[src/rtl/pipe_hazard_ctrl.sv]
// Stall/flush scheduler for the five-stage pipeline: load-use bubbles, redirect flushes,
// memory freeze with hang detection, and saturating performance counters.
module pipe_hazard_ctrl #(
    parameter int CNT_W   = 16,
    parameter int TIMEOUT = 64
) (
    input  logic             i_clk,
    input  logic             i_rst,
    input  logic [31:0]      i_instr_D,
    input  logic [31:0]      i_instr_E,
    input  logic             i_pc_sel_E,
    input  logic             i_lsu_busy,
    output logic             o_pc_en,
    output logic             o_en_FD,
    output logic             o_en_DE,
    output logic             o_en_EM,
    output logic             o_en_MW,
    output logic             o_flush_FD,
    output logic             o_flush_DE,
    output logic             o_mem_timeout,
    output logic [CNT_W-1:0] o_stall_cnt,
    output logic [CNT_W-1:0] o_flush_cnt,
    output logic [CNT_W-1:0] o_lu_cnt
);

    localparam logic [15:0]      WAIT_LAST = 16'(TIMEOUT - 1);
    localparam logic [CNT_W-1:0] CNT_MAX   = {CNT_W{1'b1}};

    typedef enum logic [1:0] {RUN, WAIT, ERR} state_t;

    state_t      r_state, w_state_nxt;
    logic [15:0] r_wait_cnt, w_wait_nxt;
    logic [CNT_W-1:0] r_stall_cnt, r_flush_cnt, r_lu_cnt;
    logic        w_freeze, w_redir, w_bubble;

    function automatic logic f_uses_rs1(input logic [6:0] op);
        case (op)
            7'b0110011, 7'b0010011, 7'b0000011,
            7'b0100011, 7'b1100011, 7'b1100111: return 1'b1;
            default:                            return 1'b0;
        endcase
    endfunction

    function automatic logic f_uses_rs2(input logic [6:0] op);
        case (op)
            7'b0110011, 7'b0100011, 7'b1100011: return 1'b1;
            default:                            return 1'b0;
        endcase
    endfunction

    logic [6:0] w_op_D, w_op_E;
    logic [4:0] w_rs1_D, w_rs2_D, w_rd_E;
    logic       w_lu;

    assign w_op_D  = i_instr_D[6:0];
    assign w_rs1_D = i_instr_D[19:15];
    assign w_rs2_D = i_instr_D[24:20];
    assign w_op_E  = i_instr_E[6:0];
    assign w_rd_E  = i_instr_E[11:7];

    assign w_lu = (w_op_E == 7'b0000011) && (w_rd_E != 5'd0) &&
                  ((f_uses_rs1(w_op_D) && (w_rs1_D == w_rd_E)) ||
                   (f_uses_rs2(w_op_D) && (w_rs2_D == w_rd_E)));

    always_ff @(posedge i_clk) begin
        if (i_rst) begin
            r_state    <= RUN;
            r_wait_cnt <= 16'd0;
        end else begin
            r_state    <= w_state_nxt;
            r_wait_cnt <= w_wait_nxt;
        end
    end

    // wait_cnt counts every consecutive busy cycle, so ERR is entered on the
    // (TIMEOUT+1)th busy cycle counted from the first one seen in RUN.
    always_comb begin
        w_state_nxt = r_state;
        w_wait_nxt  = r_wait_cnt;
        o_pc_en     = 1'b1;
        o_en_FD     = 1'b1;
        o_en_DE     = 1'b1;
        o_en_EM     = 1'b1;
        o_en_MW     = 1'b1;
        o_flush_FD  = 1'b0;
        o_flush_DE  = 1'b0;
        w_freeze    = 1'b0;
        w_redir     = 1'b0;
        w_bubble    = 1'b0;
        if (i_rst) begin
            {o_pc_en, o_en_FD, o_en_DE, o_en_EM, o_en_MW} = 5'b0;
            o_flush_FD  = 1'b1;
            o_flush_DE  = 1'b1;
            w_state_nxt = RUN;
            w_wait_nxt  = 16'd0;
        end else if (r_state == ERR) begin
            {o_pc_en, o_en_FD, o_en_DE, o_en_EM, o_en_MW} = 5'b0;
        end else if (i_lsu_busy) begin
            {o_pc_en, o_en_FD, o_en_DE, o_en_EM, o_en_MW} = 5'b0;
            w_freeze = 1'b1;
            if (r_state == WAIT && r_wait_cnt == WAIT_LAST) begin
                w_state_nxt = ERR;
            end else begin
                w_state_nxt = WAIT;
                w_wait_nxt  = r_wait_cnt + 16'd1;
            end
        end else begin
            w_state_nxt = RUN;
            w_wait_nxt  = 16'd0;
            if (i_pc_sel_E) begin
                o_flush_FD = 1'b1;
                o_flush_DE = 1'b1;
                w_redir    = 1'b1;
            end else if (w_lu) begin
                o_pc_en    = 1'b0;
                o_en_FD    = 1'b0;
                o_flush_DE = 1'b1;
                w_bubble   = 1'b1;
            end
        end
    end

    always_ff @(posedge i_clk) begin
        if (i_rst) begin
            r_stall_cnt <= '0;
            r_flush_cnt <= '0;
            r_lu_cnt    <= '0;
        end else begin
            if ((w_freeze || w_bubble) && r_stall_cnt != CNT_MAX)
                r_stall_cnt <= r_stall_cnt + 1'b1;
            if (w_redir && r_flush_cnt != CNT_MAX)
                r_flush_cnt <= r_flush_cnt + 1'b1;
            if (w_bubble && r_lu_cnt != CNT_MAX)
                r_lu_cnt <= r_lu_cnt + 1'b1;
        end
    end

    assign o_mem_timeout = (r_state == ERR);
    assign o_stall_cnt   = r_stall_cnt;
    assign o_flush_cnt   = r_flush_cnt;
    assign o_lu_cnt      = r_lu_cnt;

endmodule

[config.mk]
export PLATFORM = sky130hd
export DESIGN_NAME = pipe_hazard_ctrl
export DESIGN_NICKNAME = d
export VERILOG_FILES = /design/src/rtl/pipe_hazard_ctrl.sv
export SDC_FILE = /design/constraint.sdc
export NUM_CORES = 1
export LEC_CHECK = 0
export BUFFER_PORTS_ARGS = -buffer_cell sky130_fd_sc_hd__buf_2
export CAP_MARGIN = 20
export CORE_MARGIN = 2
export CORE_UTILIZATION = 50
export DETAILED_ROUTE_END_ITERATION = 8
export PLACE_DENSITY = 0.9
export SLEW_MARGIN = 20
export SYNTH_ARGS = -nofsm -noshare
export SYNTH_HDL_FRONTEND = slang
export SYNTH_SLANG_ARGS = --single-unit
[constraint.sdc]
create_clock -name i_clk -period 2.62 [get_ports i_clk]
set_input_delay 0 -clock i_clk [delete_from_list [all_inputs] [get_ports i_clk]]
set_output_delay 0 -clock i_clk [all_outputs]
set_load 0.005 [all_outputs]
==> results.sh <==
export IMPL_postLayoutCoreUtil_pct=63.2
export IMPL_post_dp_hpwl_um=5780
export IMPL_io_buffers=88
export IMPL_fin_crit_sh_pct=93.5
export IMPL_drt_pre_antenna_iters=5
export IMPL_total_cts_buffers=9
export IMPL_synthArstFlopShare_pct=0
export IMPL_vias_per_cell=5.61
export IMPL_synth_nets=484
export IMPL_clockRootBuffer="clkbuf_8"
export IMPL_mappedNetlistArea_mm2=0.00337
export IMPL_ctsHoldBuffers=0
export IMPL_crit_reg2reg_capture="o_stall_cnt[15]"
export IMPL_flow_area_growth_from_synthesis_pct=20.6
export IMPL_die_height_um=86.1
export IMPL_worstSetupStartpoint="r_state[1]"
export IMPL_cts_htree_levels=3
export IMPL_crit_cells=7
export IMPL_run_status="complete, no violations"
export IMPL_slew_headroom_pct=65.7
export IMPL_synth_seq_area_share_pct=39.2
export IMPL_yosysUniqueCellTypes=46
export IMPL_fin_crit_ps=2450
export IMPL_yosys_register_bits=66
export IMPL_r2r_slack_ps=170
export IMPL_setup_violations=0
export IMPL_synth_area_per_inst_um2=8.17
export IMPL_post_synth_top_count_cell="dfxtp_1"
export IMPL_vias_in_the_first_global_route=2950
export IMPL_max_stage_delay_ps=520
export IMPL_worstSetupStartpointType="flop"
export IMPL_top_level_port_count=124
export IMPL_synth_area_leader_cell="dfxtp_1"
export IMPL_clock_latency_ps=340
export IMPL_chipWidth_um=86.1
export IMPL_worst_ep_arrival_time_ps=2720
export IMPL_timing_critical_path_required_ps=2890
export IMPL_peak_supply_drop_uv=288
export IMPL_tightestPinTransition_ps=515
export IMPL_yosys_top_cells_area="dfxtp_1 39%, xor2_1 8.3%, nor2_1 6.4%"
export IMPL_route_detailed_drc=0
export IMPL_critical_path_endpoint_type="flop"
export IMPL_cts_resized=0
export IMPL_totalNegativeSetupSlack_ps=0
export IMPL_fin_skew_ps=6.99
export IMPL_yosys_area_top_type_share_pct=39.2
export IMPL_grt_max_degree=53
export IMPL_grt_antenna_before_repair=0
export IMPL_grt_pass1_wl_um=12800
export IMPL_crit_path_end="o_stall_cnt[15]"
export IMPL_layout_filler_cells=536
export IMPL_cellLeakagePower_nw=1.78
export IMPL_ys_flop_type="dfxtp_1"
export IMPL_rr_worst_depth=7
export IMPL_synth_warning_count=0
export IMPL_drtIter0Drc=181
export IMPL_power_per_cell_area_mw_per_mm2=497
export IMPL_syn_instance_count=412
export IMPL_nNetsFinal=572
export IMPL_layout_drive_gt1_share_pct=23.2
export IMPL_timing_hold_worst_class="in2reg"
export IMPL_maxCapViolations=0
export IMPL_path_buf_inv=0
export IMPL_detail_route_antenna_nets=0
export IMPL_clockBufferDepth=2
export IMPL_critical_path_most_common_cell="or4_1"
export IMPL_routed_length_per_instance_um=13.6
export IMPL_crit_path_kind="reg2reg"
export IMPL_cts_setup_buffers=0
export IMPL_fp_coreArea_mm2=0.00642
export IMPL_drv_slew=0
export IMPL_critical_path_top_delay_family="simple AND/OR/NAND/NOR gates"
export IMPL_final_weighted_congestion_in_routability_driven_placement=0.838
export IMPL_grt_total_usage_pct=21.6
export IMPL_tritoncts_num_sinks=66
export IMPL_std_cell_rows=29
export IMPL_num_vias=3259
export IMPL_global_route_overflow_total=0
export IMPL_cts_tree="built"
export IMPL_fp_dieArea_mm2=0.00741
export IMPL_clock_pin_slew_reported_for_the_worst_setup_and_hold_paths_after_clock_tree_synthesis_ps=70
export IMPL_netlist_top_cells_count="66 x dfxtp_1, 57 x nor2_1, 33 x nand2_1"
export IMPL_max_freq_ghz=0.408
export IMPL_final_hold_violation_count=0
export IMPL_floorplan_initialDensity_pct=52.4
export IMPL_fin_hold_ws_ps=109
export IMPL_cpMaxStageDelayCell="or4_1"
export IMPL_antenna_fix_cells=0
export IMPL_synth_edf_count=0
export IMPL_cp_max_fo=11
export IMPL_drt_total_wl_um=7920
export IMPL_critical_path_cell_chain="nor2b_4 -> or3_4 -> or4_1 -> o21ba_1 -> o211ai_2 -> or4_1 -> a21oi_1"
export IMPL_rr_startpoint="r_state[1]"
export IMPL_setup_repair_after_global_routing_missed_its_margin="no"
how the worst min path moves through the flow:
| stage | slack (ps) | endpoint | cells past startpoint | startpoint |
|---|---|---|---|---|
| after global routing | 130 | r_wait_cnt[11] | 4 | i_lsu_busy |
| final | 110 | r_wait_cnt[11] | 4 | i_lsu_busy |
| after floorplan | 100 | o_flush_FD | 2 | i_pc_sel_E |
| after CTS | 100 | r_wait_cnt[11] | 4 | i_lsu_busy |
| after detailed placement | 350 | o_flush_FD | 4 | i_pc_sel_E |
| after global placement | 330 | o_flush_FD | 4 | i_pc_sel_E |
metrics by stage:
step	instances	cell area (um2)	worst slack, ps	total power, W
3_3_place_gp	566	3860	227	0.00116
2_1_floorplan	412	3370	229	0.00110
6_report	581	4060	170	0.00202
4_1_cts	581	4060	177	0.00204
5_1_grt	581	4060	24.9	0.00210
3_5_place_dp	566	3860	203	0.00116
report_power, final:
group	total (W)	internal, W	switching (W)	leakage, nW
registers	0.00102	0.00101	0.00000818	0.532
logic	0.000123	0.0000543	0.0000686	1.14
clock network	0.000876	0.000511	0.000365	0.106
area by class of cell:
class | count | area (um2) | area share, %
multi-input cells | 315 | 1890 | 46.6
flip-flops and latches | 66 | 1320 | 32.5
repair buffers | 96 | 500 | 12.3
clock buffers | 13 | 169 | 4.16
well taps | 77 | 96.3 | 2.37
inverters | 12 | 45.0 | 1.11
clock inverters | 2 | 35.0 | 0.863
sequential cells by signal, indices dropped and copies added, names as in the netlist:
name and count:
o_stall_cnt 16, o_lu_cnt 16, r_wait_cnt 16, r_state 2, o_flush_cnt 16
logic make-up (layout without fill, tap and decap cells):
group	count (synthesis)	count (layout)	share of synthesized area, %
and+or+nand+nor	199	199	30.1
DFF	66	66	39.2
AOI/OAI and AO/OA	64	64	11.8
xor gates and xnor gates	41	41	10.7
buffers and inverters	31	123	4.50
muxes	7	7	2.19
adders and majority gates	4	4	1.49
metal layers:
layer | part of all wire [%] | track usage, % | vias up
li1 | - | - | 1633
met1 | 42 | 25.2 | 1493
met2 | 48 | 36.5 | 119
met3 | 8.1 | 7.70 | 14
met4 | 1.5 | 8.08 | 0
met5 | 0 | 0 | -
tightest hold or removal path, cell delays in order:
cell and delay [ps]:
buf_2 150, a21o_1 130, a21oi_1 50, nor2_1 70
placed cells by master, fill, tap and decap left out, types with 5 or more instances in the layout:
| master | instances |
|---|---|
| clkbuf_8 | 12 |
| a21oi_1 | 14 |
| nor3_1 | 11 |
| o21ai_0 | 25 |
| inv_1 | 11 |
| nor2b_1 | 5 |
| xor2_1 | 32 |
| buf_2 | 88 |
| and3_1 | 13 |
| dfxtp_1 | 66 |
| xnor2_1 | 9 |
| or3_1 | 6 |
| and4_1 | 5 |
| nand3_1 | 27 |
| or4_1 | 5 |
| buf_4 | 8 |
| nor2_1 | 57 |
| nor4_1 | 5 |
| nand2_1 | 33 |
| o31ai_1 | 7 |
| nand4_1 | 17 |
Power figures use the tool's default switching activity.
